[config.mk]
export PLATFORM = sky130hd
export DESIGN_NAME = neighbor_stream_rx
export DESIGN_NICKNAME = d
export VERILOG_FILES = /design/src/rtl/neighbor_stream_rx_pkg.sv /design/src/rtl/nid_fifo2w.sv /design/src/rtl/neighbor_stream_rx.sv
export SDC_FILE = /design/constraint.sdc
export NUM_CORES = 1
export LEC_CHECK = 0
export ABC_AREA = 1
export CAP_MARGIN = 0
export CORE_AREA = 3 3 164 166
export DETAILED_ROUTE_END_ITERATION = 12
export DIE_AREA = 0 0 167 169
export PLACE_DENSITY = 0.67
export SYNTH_ARGS = -nofsm -noshare
export SYNTH_HDL_FRONTEND = slang
export SYNTH_SLANG_ARGS = --single-unit
[constraint.sdc]
create_clock -name clk -period 11.15 [get_ports clk]
set_clock_uncertainty 0.05 [all_clocks]
set_input_delay 1.6725 -clock clk [delete_from_list [all_inputs] [get_ports clk]]
set_output_delay 1.6725 -clock clk [all_outputs]
set_load 0.01 [all_outputs]
[src/rtl/neighbor_stream_rx_pkg.sv]
// Shared types and system constants for the Edge-PE neighbor-list stream.
package neighbor_stream_rx_pkg;

    localparam int unsigned Neighbor_info_bandwidth = 16;
    localparam int unsigned max_degree_Iter         = 8;
    localparam int unsigned Num_Edge_PE             = 4;

    localparam int unsigned NID_W = Neighbor_info_bandwidth / 2;
    localparam int unsigned CNT_W = $clog2(max_degree_Iter) + 1;
    localparam int unsigned TAG_W = $clog2(Num_Edge_PE);

    typedef struct packed {
        logic                               valid;
        logic                               sos;
        logic                               eos;
        logic [Neighbor_info_bandwidth-1:0] FV_data;
        logic [TAG_W-1:0]                   PE_tag;
        logic [CNT_W-1:0]                   Neighbor_num_Iter;
    } Neighbor_bank_CNTL2Edge_PE;

    typedef struct packed {
        logic             last;
        logic [NID_W-1:0] nid;
    } nid_entry_t;

    typedef enum logic {
        IDLE = 1'b0,
        RECV = 1'b1
    } rx_state_e;

endpackage

[src/rtl/nid_fifo2w.sv]
// Dual-push / single-pop FIFO of neighbor-ID entries; caller guarantees no overflow/underflow.
module nid_fifo2w
    import neighbor_stream_rx_pkg::*;
#(
    parameter int unsigned DEPTH = 16
) (
    input  logic                     clk,
    input  logic                     reset,
    input  logic                     push0,
    input  logic                     push1,
    input  nid_entry_t               din0,
    input  nid_entry_t               din1,
    input  logic                     pop,
    output nid_entry_t               head,
    output logic [$clog2(DEPTH):0]   count
);
    localparam int unsigned AW = $clog2(DEPTH);
    localparam int unsigned CW = AW + 1;

    nid_entry_t      mem [DEPTH];
    logic [AW-1:0]   wr_ptr;
    logic [AW-1:0]   rd_ptr;

    // push1 is only ever asserted together with push0, so din1 lands right after din0
    always_ff @(posedge clk) begin
        if (reset) begin
            wr_ptr <= '0;
            rd_ptr <= '0;
            count  <= '0;
            for (int unsigned i = 0; i < DEPTH; i++) mem[i] <= '0;
        end else begin
            if (push0) mem[wr_ptr] <= din0;
            if (push1) mem[wr_ptr + AW'(1)] <= din1;
            wr_ptr <= wr_ptr + AW'(push0) + AW'(push1);
            rd_ptr <= rd_ptr + AW'(pop);
            count  <= count + CW'(push0) + CW'(push1) - CW'(pop);
        end
    end

    assign head = mem[rd_ptr];

endmodule

[src/rtl/neighbor_stream_rx.sv]
// Edge-PE neighbor-list receiver: tag filter, two-ID beat unpack, FIFO buffering, credit export.
// Protocol error flags in err[3:0] are built only when NEIGHBOR_RX_CHECK_EN is defined.
module neighbor_stream_rx
    import neighbor_stream_rx_pkg::*;
#(
    parameter int unsigned PE_ID      = 0,
    parameter int unsigned FIFO_DEPTH = 16
) (
    input  logic                      clk,
    input  logic                      reset,
    input  Neighbor_bank_CNTL2Edge_PE stream_in,
    output logic                      nid_valid,
    output logic [NID_W-1:0]          nid,
    output logic                      nid_last,
    input  logic                      nid_ready,
    output logic                      rx_credit,
    output logic                      pkt_done,
    output logic [3:0]                err
);
    localparam int unsigned CW = $clog2(FIFO_DEPTH) + 1;

    rx_state_e        state;
    logic [CNT_W-1:0] rem;
    logic [CW-1:0]    count;
    nid_entry_t       head;
    nid_entry_t       din0;
    nid_entry_t       din1;
    logic             acc;
    logic             start;
    logic             cont;
    logic             close;
    logic             fits;
    logic             push0;
    logic             push1;
    logic             pop;
    logic [CNT_W-1:0] n_eff;
    logic [CNT_W-1:0] avail;
    logic [CNT_W-1:0] rem_nxt;
    logic [1:0]       n_ids;

    // Beat classification and unpack; a sos beat always (re)starts a list
    always_comb begin
        acc     = stream_in.valid && (stream_in.PE_tag == TAG_W'(PE_ID));
        start   = acc && stream_in.sos;
        cont    = acc && !stream_in.sos && (state == RECV);
        n_eff   = (stream_in.Neighbor_num_Iter == '0) ? CNT_W'(1) : stream_in.Neighbor_num_Iter;
        avail   = start ? n_eff : rem;
        n_ids   = 2'd0;
        if (start || cont)
            n_ids = (avail >= CNT_W'(2)) ? 2'd2 : avail[1:0];
        rem_nxt = avail - CNT_W'(n_ids);
        close   = (start || cont) && stream_in.eos;
        fits    = (32'(count) + 32'(n_ids)) <= FIFO_DEPTH;
        push0   = (n_ids != 2'd0) && fits;
        push1   = (n_ids == 2'd2) && fits;
        din0    = '{last: close && (n_ids == 2'd1), nid: stream_in.FV_data[NID_W-1:0]};
        din1    = '{last: close, nid: stream_in.FV_data[2*NID_W-1:NID_W]};
    end

    always_ff @(posedge clk) begin
        if (reset) begin
            state    <= IDLE;
            rem      <= '0;
            pkt_done <= 1'b0;
        end else begin
            pkt_done <= close;
            if (start || cont) begin
                state <= stream_in.eos ? IDLE : RECV;
                rem   <= stream_in.eos ? '0 : rem_nxt;
            end
        end
    end

    nid_fifo2w #(
        .DEPTH (FIFO_DEPTH)
    ) u_fifo (
        .clk   (clk),
        .reset (reset),
        .push0 (push0),
        .push1 (push1),
        .din0  (din0),
        .din1  (din1),
        .pop   (pop),
        .head  (head),
        .count (count)
    );

    assign nid_valid = (count != '0);
    assign nid       = nid_valid ? head.nid : '0;
    assign nid_last  = nid_valid && head.last;
    assign pop       = nid_valid && nid_ready;
    assign rx_credit = (FIFO_DEPTH - 32'(count)) >= max_degree_Iter;

`ifdef NEIGHBOR_RX_CHECK_EN
    logic orphan;
    logic len_err;

    // Length error: eos that does not exactly exhaust the list, or list exhausted before eos
    assign orphan  = acc && !stream_in.sos && (state == IDLE);
    assign len_err = (start || cont) &&
                     (stream_in.eos ? ((rem_nxt != '0) || (n_ids == 2'd0)) : (rem_nxt == '0));

    always_ff @(posedge clk) begin
        if (reset)
            err <= '0;
        else
            err <= err | {len_err, start && (state == RECV), orphan, (n_ids != 2'd0) && !fits};
    end
`else
    assign err = 4'd0;
`endif

endmodule

# Word level (Yosys, flattened, before mapping)
# Memory sizes are Yosys's and may differ from the RTL's. A register that Yosys moved wholly into a read port is not among the register bits.
# Index checks and enable logic that the tools add are counted.
# W data, S select, Z words.
[totals]
regBits = 19
ramBits = 144
inputBits = 28
out_inout_bits = 16
elab_cells = 62
n_memories = 1
[mem_list]
columns = ["memory", "words", "width", "read_ports", "rd_ports_with_merged_regs", "write_ports", "line_no", "text"]
rows = [
  ["u_fifo.mem", 16, 9, 1, 1, 16, "nid_fifo2w.sv:20", "nid_entry_t mem [DEPTH];"],
]
[op_classes]
n_addsub = 10
n_lt_le_gt_ge = 3
n_eq_ne = 2
mux = 22
reduce_logical = 18
[ops]
columns = ["op", "count"]
rows = [
  ["$ge A32 B4 Y1 const B", 1],
  ["$mux W4", 6],
  ["$mux W9", 2],
  ["$reduce_or A9 Y1", 2],
  ["$add A4 B1 Y4", 3],
  ["$mux W1", 11],
  ["$add A5 B1 Y5", 2],
  ["$logic_and A1 B1 Y1", 10],
  ["$mux W8", 1],
  ["$add A5 B2 Y6", 1],
  ["$le A6 B5 Y1 const B", 1],
  ["$sub A5 B5 Y6 const A", 1],
  ["$reduce_bool A5 Y1", 1],
  ["$sub A5 B1 Y5", 1],
  ["$add A4 B1 Y4 const B", 1],
  ["$ge A4 B2 Y1 const B", 1],
  ["$logic_not A4 Y1", 1],
  ["$mux W2", 2],
  ["$sub A4 B2 Y4", 1],
  ["$eq A2 B1 Y1 const B", 1],
  ["$eq A2 B2 Y1 const B", 1],
  ["$logic_not A2 Y1", 1],
  ["$reduce_bool A2 Y1", 1],
  ["$logic_not A1 Y1", 1],
  ["$logic_or A1 B1 Y1", 1],
]

# Logic depth before layout (Yosys ltp)
[logic_depth]
ltp_word = 15
ltp_mapped = 28
mapped_depth_nobuf = 28

# Modules after synthesis
# Synthesis repeated with hierarchy kept, for this count alone.
[unflattened]
cells_unflattened = 1051
hier_area_um2 = 8953.6
[modules_own_cells]
columns = ["module", "n_inst", "cells_each", "area_per_inst_um2", "seq_area_each_um2"]
rows = [
  ["nid_fifo2w", 1, 918, 8151.6, 4584.4],
  ["neighbor_stream_rx", 1, 133, 802.0, 120.1],
]

# Worst setup path before layout
# No wires, ideal clock.
[synth_path]
kind = "input port to flip-flop"
startpoint = "in stream_in[5] (netlist name)"
endpoint = "reg u_fifo.count[4]"
setup_ns = 0.119
arrival_time_ns = 4.983
required_ns = 10.981
path_slack_ns = 5.997
stages = 27
path_cell_list = "nor2_4 -> nand3_2 -> nand2_1 -> nand2_1 -> inv_1 -> nor2_1 -> nand2_1 -> inv_1 -> ha_1 -> fa_1 -> nor2_1 -> nand2_1 -> nor2_1 -> nand3_1 -> nand2_1 -> nand2_1 -> a21oi_1 -> clkbuf_1 -> inv_1 -> fa_1 -> inv_1 -> fa_1 -> nand2_1 -> a21oi_1 -> nor2_1 -> o21ai_0 -> a21oi_1"
[synth_between]
elab_chain_len = 13
word_cells_on_any_way = 19
[synth_lines]
columns = ["element", "line_no", "text"]
rows = [
  ["from (decl)", "neighbor_stream_rx.sv:11", "input Neighbor_bank_CNTL2Edge_PE stream_in,"],
  ["$logic_not A2 Y1 (*)", "neighbor_stream_rx.sv:43", "acc = stream_in.valid && (stream_in.PE_tag == TAG_W'(PE_ID));"],
  ["$logic_and A1 B1 Y1 (*)", "neighbor_stream_rx.sv:43", ""],
  ["$logic_and A1 B1 Y1", "neighbor_stream_rx.sv:44", "start = acc && stream_in.sos;"],
  ["$mux W4", "neighbor_stream_rx.sv:47", "avail = start ? n_eff : rem;"],
  ["$ge A4 B2 Y1", "neighbor_stream_rx.sv:50", "n_ids = (avail >= CNT_W'(2)) ? 2'd2 : avail[1:0];"],
  ["$mux W2", "neighbor_stream_rx.sv:50", ""],
  ["$mux W2 (*)", "neighbor_stream_rx.sv:49", "if (start || cont)"],
  ["$add A5 B2 Y6", "neighbor_stream_rx.sv:53", "fits = (32'(count) + 32'(n_ids)) <= FIFO_DEPTH;"],
  ["$le A6 B5 Y1", "neighbor_stream_rx.sv:53", ""],
  ["$logic_and A1 B1 Y1", "neighbor_stream_rx.sv:54", "push0 = (n_ids != 2'd0) && fits;"],
  ["$add A5 B1 Y5", "nid_fifo2w.sv:36", "count <= count + CW'(push0) + CW'(push1) - CW'(pop);"],
  ["$add A5 B1 Y5 (*)", "nid_fifo2w.sv:36", ""],
  ["$sub A5 B1 Y5 (*)", "nid_fifo2w.sv:36", ""],
  ["to (signal assigned)", "nid_fifo2w.sv:36", ""],
  ["to (decl)", "nid_fifo2w.sv:15", "output logic [$clog2(DEPTH):0] count"],
]
# Mark *: on every way between the ends. The rest lies on a longest branch, timed or not.
# A chain may end at the register's enable or synchronous reset.

==> results.txt <==
In this design, the critical path's most frequently occurring cell is sky130_fd_sc_hd__nand2_1. The minimum setup slack in the final design is 4.623 ns. The average footprint of a synthesized cell is roughly 7.7 um^2. Summed over all failing endpoints, the final setup total negative slack is 0 ns. The worst slew margin relative to its limit is around 7.3%. Setup violations remaining at the end of the flow were counted as 0. The signal on the critical path passes through clkdlybuf4s50_1 > nor2_4 > nand3_2 > nand2_1 > nand2_1 > inv_1 > nor2_1 > nand2_1 > inv_1 > ha_1 > fa_1 > nor2_1 > nand2_1 > nor2_1 > nand3_1 > nand2_1 > nand2_1 > nor2_4 > inv_2 > nor2_8 > buf_4 > nand3_1 > nand2_1.

The total of flip-flops plus latches after synthesis is around 160. Summing all flip-flop and latch instances after layout gives ~4700 um^2. The top fanout value on the critical path is between 70 and 80. The first-pass GRT wire length came out at 50.24 mm.

The maximum vdd ir drop is 0.1682 mV. The sum of overflow across all layers after global routing is 0. Once detailed placement completed, the half-perimeter wirelength came to approximately 20 mm. Clock tree synthesis selected as its root buffer the cell sky130_fd_sc_hd__clkbuf_16.

The maximum cell stage delay along the critical path is ~0.75 ns. The floorplan step set the die width to between 150 and 200 um. The count of nets left with antenna violations once routing finished came out at 0. Compared with the post-synthesis result, the final layout area differs by 9.644%. The area of the multi-input gates came out at 4509 um^2. The CTS buffer count is 17. The total track usage came out at ~23%. The run finished with clean final reports. The total count of hold-check failures in the final report is 0. The CTS tree is yes.

The part of the power in combinational logic came out at around 28%. Measured along the y axis, the die boundary spans 169 um. Buffers placed on the I/O ports in this run total 39.

The final clock period utilization by the worst path is between 50% and 60%. Data on the critical path arrives at its endpoint at roughly 6.8 ns. The starting density of the core is ~40%. The worst-case setup slack after placement came out at about 4.3 ns. The number of clock sinks came out at approximately 160.

The site row count came out at 59. The post-route DRC violation count came out at 0. The die footprint came out at approximately 28000 um^2. The maximum number of pins on one net before global-route repair came out at 75. The number of antenna violations at the first check in global routing came out at 1. The wire length per cell after detailed routing is around 20 um. The fraction of final layout cells sized beyond drive strength 1 came out at under 10%.

The congestion estimate from routability-driven global placement came to just under 0.9. The number of buffers on the longest clock path came out at 2. The number of gates given a new drive strength after cts is 0. For this block, the via count after detailed routing is between 9000 and 10000. Hold repair after CTS inserted 0 buffers. The total internal power came out at roughly 1200 uW. The portion of total power attributed to the clock network came out at around a third. The worst setup path is captured at a flop. Registers are responsible for 40.0% of the overall power. The number of global-route vias before repair is between 8000 and 9000. For the pin with the worst max-slew slack, the measured transition is about 1.4 ns.

The worst setup path is launched from an input pin. The min-delay analysis places its worst path in the category flop to flop. The final layout contains routed wiring with a total length of ~33 mm. Leaving out filler cells and counting taps, the final layout contains 1645. The minimum clock period after layout came out at between 6 and 7 ns. The cell with the largest stage delay on the worst path is sky130_fd_sc_hd__buf_4. The maximum clock frequency came out at 153.2 MHz.

Setup repair after global routing left no endpoint under its margin. The average vias per placed instance came out at 5.658. The total number of H-tree levels came out at 4. The type of the setup path with the least slack is input pin to flop. The first-pass iteration count of the detailed router came out at 5.

The number of DRC violations after detailed-routing iteration 0 came out at between 1000 and 1500. The number of max-cap violations came out at 0. The net count reported at finish came out at about 1300.

The area inside the core boundary came out at between 20000 and 30000 um^2. The total of fill cells in the finished design came out at about 2500. The number of distinct library cells after synthesis is 37. Synthesis handed over a netlist of 1336 instances.

After synthesis the cells add up to between 10000 and 15000 um^2. STA puts the critical path data required time at about 11 ns. The leakage power is between 0.004 and 0.005 uW. The total I/O pin count is 44. The clock latency at the later pin of the worst-skew pair came out at between 0.4 and 0.5 ns. The synthesis warning total came out at 0.

The number of buffers added for setup after CTS is 0. The net load switching power came out at 637.9 uW. The number of diodes is 0. Clock-pin slew was measured on the worst setup and hold paths at 0.07 ns. The number of placed instances, taps included is about 1600. The net switching fraction of the power came out at between 30% and 40%. The cell area power density is around 160 nW/um^2. The number of pins exceeding their max-slew limit in the final report is 0. The portion of the post-synthesis area used by sequential elements is 46.02%.
==> placed cells by master (no fill, tap or decap), types with 2 or more instances in the layout <==
cell type                         netlist  final
sky130_fd_sc_hd__nand2_1              389    389
sky130_fd_sc_hd__clkinvlp_4             0      4
sky130_fd_sc_hd__inv_8                  0      2
sky130_fd_sc_hd__xnor2_1                2      2
sky130_fd_sc_hd__edfxtp_1             144    144
sky130_fd_sc_hd__inv_2                  2      2
sky130_fd_sc_hd__nor2_4                17     17
sky130_fd_sc_hd__conb_1                 1      4
sky130_fd_sc_hd__nor3_1                 2      2
sky130_fd_sc_hd__buf_4                  7     11
sky130_fd_sc_hd__o21ai_0               92     87
sky130_fd_sc_hd__nand4_1               12     12
sky130_fd_sc_hd__a21oi_1               35     35
sky130_fd_sc_hd__nand3_1              166    165
sky130_fd_sc_hd__nor2_1               120    120
sky130_fd_sc_hd__inv_6                  0      5
sky130_fd_sc_hd__clkinv_4               0      2
sky130_fd_sc_hd__inv_1                137    137
sky130_fd_sc_hd__clkbuf_16              0     17
sky130_fd_sc_hd__nand3_2                2      3
sky130_fd_sc_hd__o211ai_1              12     12
sky130_fd_sc_hd__clkdlybuf4s50_1        0     39
sky130_fd_sc_hd__o21ai_1                1      6
sky130_fd_sc_hd__dfxtp_1               19     18
sky130_fd_sc_hd__o221ai_1              24     24
sky130_fd_sc_hd__ha_1                  17     17
sky130_fd_sc_hd__o22ai_1               14     14
sky130_fd_sc_hd__clkinv_1               3      3
sky130_fd_sc_hd__fa_1                   5      5
==> final timing paths <==
kind | start | to | slack, ns | depth (start not counted)
worst min-delay path | rem[3] | rem[3] | 0.42 | 2
worst min register to register | rem[3] | rem[3] | 0.42 | 2
worst max-delay path | stream_in[5] | u_fifo.mem[8][6] | 4.62 | 23
worst max register to register | state | u_fifo.mem[8][6] | 6.17 | 18
==> metrics by stage <==
stage / util, % / total power, uW / hold WS [ns] / instance area (um^2)
after floorplan: - / 1028 / 0.3953 / 10230
after global placement: 41.30 / 1228 / 0.4056 / 10640
after detailed placement: 41.30 / 1231 / 0.4115 / 10640
after CTS: 43.51 / 1804 / 0.4217 / 11210
after global routing: 43.51 / 1892 / 0.4557 / 11210
final: 43.51 / 1813 / 0.4167 / 11210
==> power by group through the flow <==
stage | Combinational [uW] | Sequential [uW] | Clock, uW
after floorplan | 311 | 717 | 0
after global placement | 491 | 737 | 0
after detailed placement | 493 | 738 | 0
after CTS | 496 | 724 | 583
after global routing | 555 | 730 | 607
final | 505 | 725 | 583
==> cell type report <==
cell class / count / area share [%]
Clock buffer: 17 / 3.795
Clock inverter: 14 / 1.284
Inverter: 142 / 4.755
Multi-Input combinational cell: 924 / 40.23
Sequential cell: 163 / 41.98
Tap cell: 335 / 3.739
Timing Repair Buffer: 50 / 4.219
==> cell families after synthesis <==
| group | after synthesis | share of synthesized area (%) |
|---|---|---|
| and+or+nand+nor | 713 | 30.22 |
| buffers and inverters | 252 | 10.04 |
| AOI/OAI and AO/OA | 182 | 10.38 |
| DFF | 163 | 46.02 |
| adders and majority gates | 22 | 3.060 |
| xor gates and xnor gates | 3 | 0.2571 |
| other | 1 | 0.03668 |
==> state kept, by name, indices dropped and copies added, names as in the netlist <==
register	cells
u_fifo.mem	144
u_fifo.wr_ptr	4
rem	4
state	1
u_fifo.rd_ptr	4
u_fifo.count	5
pkt_done	1
==> cells in the mapped netlist (all sizes together) <==
master  number  area [um^2]
nand2      390         1466
conb         1        3.750
nand4       12        75.07
a21oi       35        175.2
nor3b        1        12.51
o211ai      12        90.09
a221o        1        10.01
nor4         1        6.260
o21ai       94        474.2
ha          17        212.7
o22ai       14        87.58
nand3      168        850.8
a21boi       1        7.510
clkinv       3        11.26
nor2       138        661.9
clkbuf      70        262.8
buf         40        230.2
a31oi        1        6.260
or2          1        6.260
inv        139        521.8
o221ai      24        210.2
xor2         1        8.760
edfxtp     144         4324
nor3         2        10.01
dfxtp       19        380.4
fa           5        100.1
xnor2        2        17.52
==> critical path: cells and delay by family <==
family	cells	cell delay (ns)
AND/OR/NAND/NOR	16	2.79
buffers and inverters	5	1.59
adder cells (fa/ha/maj)	2	0.67
==> routing by layer <==
layer | GRT usage (%) | wire (um)
met1 | 32.08 | 13170
met2 | 34.98 | 14690
met3 | 4.601 | 3688
met4 | 10.26 | 1350
met5 | 0 | 13
Power figures use the tool's default switching activity.
